File: config.mk
export PLATFORM = sky130hd
export DESIGN_NAME = pc_fetch_unit
export DESIGN_NICKNAME = d
export VERILOG_FILES = /design/src/rtl/pc_fetch_unit.sv
export SDC_FILE = /design/constraint.sdc
export NUM_CORES = 1
export LEC_CHECK = 0
export ABC_CLOCK_PERIOD_IN_PS = 2800
export BUFFER_PORTS_ARGS = -buffer_cell sky130_fd_sc_hd__buf_2
export CAP_MARGIN = 20
export CORE_UTILIZATION = 48
export DETAILED_ROUTE_END_ITERATION = 6
export PLACE_DENSITY = 0.89
export SLEW_MARGIN = 10
export SYNTH_ARGS = -nofsm -noshare
export SYNTH_HDL_FRONTEND = slang
export SYNTH_SLANG_ARGS = --single-unit
export TNS_END_PERCENT = 30
File: constraint.sdc
create_clock -name clk -period 2.8 [get_ports clk]
set_input_delay 0.28 -clock clk [delete_from_list [all_inputs] [get_ports clk]]
set_output_delay 0.28 -clock clk [all_outputs]
set_load 0.03 [all_outputs]
File: src/rtl/pc_fetch_unit.sv
// Program-counter register and single-outstanding instruction-fetch sequencer.
// Holds the PC, requests imem over valid/ready, and hands the fetched word to decode.
module pc_fetch_unit #(
    parameter int unsigned     XLEN     = 32,
    parameter logic [XLEN-1:0] RESET_PC = '0
) (
    input  logic            clk,
    input  logic            rst_n,
    input  logic [XLEN-1:0] pc_next,
    input  logic            flush,
    input  logic [XLEN-1:0] flush_pc,
    output logic [XLEN-1:0] pc_out,
    output logic            imem_req_valid,
    output logic [XLEN-1:0] imem_req_addr,
    input  logic            imem_req_ready,
    input  logic            imem_rsp_valid,
    input  logic [XLEN-1:0] imem_rsp_data,
    output logic            instr_valid,
    output logic [XLEN-1:0] instr,
    output logic [XLEN-1:0] instr_pc,
    input  logic            instr_ready,
    output logic            fetch_fault
);

    localparam logic [1:0] S_FETCH = 2'd0;
    localparam logic [1:0] S_WAIT  = 2'd1;
    localparam logic [1:0] S_HOLD  = 2'd2;
    localparam logic [1:0] S_FAULT = 2'd3;

    logic [1:0]      state_q, state_d;
    logic [XLEN-1:0] pc_q, pc_d;
    logic            drop_q, drop_d;
    logic            req_valid_q, req_valid_d;
    logic [XLEN-1:0] req_addr_q, req_addr_d;
    logic            instr_valid_q, instr_valid_d;
    logic [XLEN-1:0] instr_q, instr_d;
    logic [XLEN-1:0] instr_pc_q, instr_pc_d;
    logic            fault_q, fault_d;

    logic            pc_wr;
    logic [XLEN-1:0] pc_wr_val;

    always_comb begin
        state_d       = state_q;
        pc_d          = pc_q;
        drop_d        = drop_q;
        instr_valid_d = instr_valid_q;
        instr_d       = instr_q;
        instr_pc_d    = instr_pc_q;
        fault_d       = fault_q;
        pc_wr         = 1'b0;
        pc_wr_val     = pc_q;

        case (state_q)
            S_FETCH: begin
                if (flush) begin
                    pc_wr     = 1'b1;
                    pc_wr_val = flush_pc;
                end
                // A flush racing the accept still lets the old request go; its response is dropped.
                if (req_valid_q && imem_req_ready) begin
                    state_d = S_WAIT;
                    if (flush) drop_d = 1'b1;
                end
            end
            S_WAIT: begin
                if (imem_rsp_valid) begin
                    if (drop_q || flush) begin
                        drop_d  = 1'b0;
                        state_d = S_FETCH;
                        if (flush) begin
                            pc_wr     = 1'b1;
                            pc_wr_val = flush_pc;
                        end
                    end else begin
                        instr_d       = imem_rsp_data;
                        instr_pc_d    = pc_q;
                        instr_valid_d = 1'b1;
                        state_d       = S_HOLD;
                    end
                end else if (flush) begin
                    pc_wr     = 1'b1;
                    pc_wr_val = flush_pc;
                    drop_d    = 1'b1;
                end
            end
            S_HOLD: begin
                if (flush) begin
                    pc_wr         = 1'b1;
                    pc_wr_val     = flush_pc;
                    instr_valid_d = 1'b0;
                    state_d       = S_FETCH;
                end else if (instr_ready) begin
                    pc_wr         = 1'b1;
                    pc_wr_val     = pc_next;
                    instr_valid_d = 1'b0;
                    state_d       = S_FETCH;
                end
            end
            default: ;
        endcase

        // Misaligned targets are still recorded in the PC, then fetching stops for good.
        if (pc_wr) begin
            pc_d = pc_wr_val;
            if (pc_wr_val[1:0] != 2'b00) begin
                state_d       = S_FAULT;
                fault_d       = 1'b1;
                instr_valid_d = 1'b0;
                drop_d        = 1'b0;
            end
        end

        req_valid_d = (state_d == S_FETCH);
        req_addr_d  = (state_d == S_FETCH) ? pc_d : req_addr_q;
    end

    always_ff @(posedge clk) begin
        if (!rst_n) begin
            state_q       <= S_FETCH;
            pc_q          <= RESET_PC;
            drop_q        <= 1'b0;
            req_valid_q   <= 1'b0;
            req_addr_q    <= '0;
            instr_valid_q <= 1'b0;
            instr_q       <= '0;
            instr_pc_q    <= '0;
            fault_q       <= 1'b0;
        end else begin
            state_q       <= state_d;
            pc_q          <= pc_d;
            drop_q        <= drop_d;
            req_valid_q   <= req_valid_d;
            req_addr_q    <= req_addr_d;
            instr_valid_q <= instr_valid_d;
            instr_q       <= instr_d;
            instr_pc_q    <= instr_pc_d;
            fault_q       <= fault_d;
        end
    end

    assign pc_out         = pc_q;
    assign imem_req_valid = req_valid_q;
    assign imem_req_addr  = req_addr_q;
    assign instr_valid    = instr_valid_q;
    assign instr          = instr_q;
    assign instr_pc       = instr_pc_q;
    assign fetch_fault    = fault_q;

endmodule
==> metrics.md <==
| Metric | Value |
|---|---|
| Combinational Power Share | 38.6% |
| R2R cell count | 8 |
| Clock sinks | ~130 |
| Tcrit/Tclk final | 91.3% |
| Slowest cell on the critical path | dfxtp_1 |
| Overall die width | 109 um |
| Row cnt | 38 |
| Largest family of logic cells by synthesized area | compound AO/OA/AOI/OAI gates |
| Mapped cell area | ~5500 um^2 |
| Clock Power Share | a little under 30% |
| WL met1 | 6.41 mm |
| Non-Filler Instances | between 900 and 1000 |
| Compound-Gate Fraction of Synth Area | 22.2% |
| Max-cap violation count | 0 |
| Via Count | 4891 |
| Hold wc startpoint | imem_rsp_data[31] |
| Clk_lat worst skew | 0.40 ns |
| EDFF count, synth | 0 |
| Area growth from synthesis to layout | 33.2% |
| Fin. Hold Viols | 0 |
| WS Path Type | reg -> reg |
| Grt ovf | 0 |
| TritonCTS clock tree | built |
| DR top layer | met4 |
| Layout fillers | 945 |
| Syn. warnings | 0 |
| Max Buffers Root-to-Sink | 2 |
| Buf/Inv on CP | 2 |
| Layout cells sized above 1 | 39.2% |
| Register-to-register path setup slack | ~0.24 ns |
| Power Density | about 1000 nW/um^2 |
| Leading area contributor after synthesis | dfxtp_1 |
| Post-synth top flop | dfxtp_1 |
| Vias in the first global route | 4599 |
| CP delay by family, top | simple AND/OR/NAND/NOR gates |
| Status | completed |
| # diodes | 0 |
| Worst hold path endpoint | instr[31]$_SDFFE_PN0P_ |
| Avg Cell Area, Syn | 9.80 um^2 |
| First-pass GRT wire length | 22.5 mm |
| Post-cts sizing count | 0 |
| Net count after synthesis | 669 |
| HPWL after DPL | 9.92 mm |
| Initial antenna violation count | 0 |
| Sequential share of the synthesized area | 48.6% |
| Worst-path cell chain | inv_1 > ha_1 > nor3_1 > nor2b_2 > buf_4 > a22o_1 > a32o_1 > mux2_4 |
| Worst IR Drop VDD | 584 uV |
| Residual DRC count | 0 |
| CORE AREA | about 11000 um^2 |
| Die area | approximately 12000 um^2 |
| Slew headroom | a little under half |
| CTS clock-pin slew for the worst setup and hold paths | 0.06 ns |
| Clock Tree Root | clkbuf_16 |
| Worst Tran Pin Value | 0.813 ns |
| Critical Path Fanout Max | 16 |
| Most frequent cell after synthesis | nand2_1 |
| CP endpoint kind | register |
| Wire length per cell | 15.6 um |
| RD Place Congestion | 0.797 |
| Synth async-reset ratio | 0% |
| Seq pwr share | 31.9% |
| Switching pwr | 2740 uW |
| Setup TNS | 0 ns |
| WP data arrival | 2.84 ns |
| Yosys top cell area share | 48.6% |
| RR Startpoint | state_q[0]$_SDFF_PN0_ |
| Internal Power | 4690 uW |
| Simple-Gate Fraction of Synth Area | 15.3% |
| GRT Util Overall | 24.5% |
| Routed WL | 14.6 mm |
| Postcts setup bufs | 0 |
| Largest net degree at the start of global routing | 65 |
| Number of synthesized register bits | 134 |
| Synth Area in XOR/XNOR | 0% |
| DRT Pass-1 Iters | 5 |
| RSZ-0062 raised after global routing | no |
| Final setup violation count | 0 |
| Initial drt markers | approximately 340 |
| DRT antenna net count | 0 |
| Post-Synth Adder-Cell Area | 0.907% |
| Sw Ratio | 36.9% |
| RR Endpoint | imem_req_addr[23]$_SDFFE_PN0N_ |
| Startpoint types | register |
| Post-synth top cells | nand2_1 (138), dfxtp_1 (134), a21boi_0 (70), clkbuf_1 (34) |
| Met3 wire length | 824 um |
| Post-synth cell types | 36 |
| Die Span Y | 109 um |
| # H-tree levels | 4 |
| Multi-input gate area | 2630 um^2 |
| Fin nets | around 890 |
| CTS buffer count | 17 |
| Clock skew | 0.00649 ns |
| Placed cell count | roughly 900 |
| LEAKAGE | 0.00341 uW |
| Num ports | between 200 and 250 |
| Req. time, crit path | between 3 and 4 ns |
| Met2 wire len | 7.23 mm |
| Fraction of synthesized area in multiplexers | 9.09% |
| Hold Crit Class | in -> reg |
| IO buf count | 232 |
| Power Total | between 7000 and 8000 uW |
| DR vias/cell | 5.24 |
| Min Clock Period, post-route | 2.56 ns |
| Mapped Cells | 563 |
| Hold path cells | 3 |
| Final Max Slew Viols | 0 |
| Area contributors post-synth | dfxtp_1 (49%), a21boi_0 (9.5%), nand2_1 (9.4%), mux2_4 (8.2%), a32o_1 (5.4%) |
| Peak Freq | 0.391 GHz |
| Post-CTS Hold Fix Bufs | 0 |
| FF/Latch Area | 2680 um^2 |
| Initial Utilization | 50.0% |
| Largest stage delay, worst path | roughly 0.40 ns |
kinds of logic (layout without fill, tap and decap cells):
| logic type | count (synthesis) | after routing |
|---|---|---|
| AND/OR/NAND/NOR | 191 | 191 |
| multiplexers | 35 | 35 |
| buffers and inverters | 50 | 281 |
| adder cells (fa/ha/maj) | 4 | 4 |
| AO/OA/AOI/OAI | 149 | 149 |
| flip-flops | 134 | 134 |
cells in the final DEF (no fill, tap or decap), types with 2 or more instances in the layout:
master      netlist  layout
clkinv_2          0       5
and3_1            4       4
bufinv_16         0       3
nor2b_1           3       2
ha_1              4       4
clkinvlp_4        0       2
mux2i_1           4       4
o211ai_1          2       2
o21ai_0           3       3
mux2_4           30      30
a21boi_0         70      70
nor2_1            4       3
o21a_1            2       2
nor3_2            1       2
buf_2             2     231
and2_1           30      30
dfxtp_1         134     134
nor3_1            3       2
nand2_1         138     138
nand2b_1          3       3
clkbuf_1         34       3
buf_4             1      14
inv_1             5       5
a21oi_1           4       4
a32o_1           30      30
nor3b_1           2       2
clkbuf_16         0      17
a22oi_1           2       2
a22o_1           30      30
power groups by stage:
stage | Sequential, uW | Clock [uW] | Combinational, uW
6_report | 2370 | 2190 | 2870
5_1_grt | 2400 | 2330 | 3060
4_1_cts | 2370 | 2230 | 2880
3_5_place_dp | 2400 | 0 | 2860
3_3_place_gp | 2400 | 0 | 2820
2_1_floorplan | 2880 | 0 | 1680
stage by stage:
step | setup slack (ns) | util, % | instance area (um^2) | hold slack (ns)
final | 0.243 | 66.6 | 7350 | 0.128
after detailed placement | 0.262 | 61.4 | 6770 | 0.452
after global placement | 0.374 | 61.4 | 6770 | 0.447
after CTS | 0.249 | 66.6 | 7350 | 0.112
after floorplan | 0.613 | - | 5520 | 0.425
after global routing | 0.0530 | 66.6 | 7350 | 0.115
routing by layer:
layer	vias up	GRT usage [%]
met5	-	0
met4	0	8.10
met3	13	6.93
li1	2397	-
met1	2305	29.7
met2	176	41.5
tightest hold or removal path, cell delays in order:
cell      delay (ns)
buf_2           0.09
nand2_1         0.04
a21boi_0        0.06
sequential cells by signal, indices dropped and copies added (netlist names):
| signal | cells |
|---|---|
| drop_q | 1 |
| fetch_fault | 1 |
| imem_req_addr | 32 |
| imem_req_valid | 1 |
| instr | 32 |
| instr_pc | 32 |
| instr_valid | 1 |
| pc_out | 32 |
| state_q | 2 |
how the worst max path moves through the flow:
stage,startpoint,endpoint,slack (ns),depth (start not counted)
floorplan,state_q[0]$_SDFF_PN0_,imem_req_addr[10]$_SDFFE_PN0N_,0.61,9
global placement,state_q[0]$_SDFF_PN0_,imem_req_addr[13]$_SDFFE_PN0N_,0.37,8
detailed placement,state_q[0]$_SDFF_PN0_,imem_req_addr[23]$_SDFFE_PN0N_,0.26,8
CTS,state_q[0]$_SDFF_PN0_,imem_req_addr[23]$_SDFFE_PN0N_,0.25,8
global route,state_q[0]$_SDFF_PN0_,imem_req_addr[23]$_SDFFE_PN0N_,0.05,8
finish,state_q[0]$_SDFF_PN0_,imem_req_addr[23]$_SDFFE_PN0N_,0.24,8
final cells by class:
| cell class | instances | share of cell area, % |
|---|---|---|
| clock buffer | 21 | 6.13 |
| clock inverter | 10 | 1.77 |
| inverter | 5 | 0.255 |
| multi-input combinational | 379 | 35.8 |
| sequential | 134 | 36.5 |
| tap | 140 | 2.38 |
| timing repair buffer | 245 | 17.2 |
Note: power is estimated with default switching activity, not from simulation.
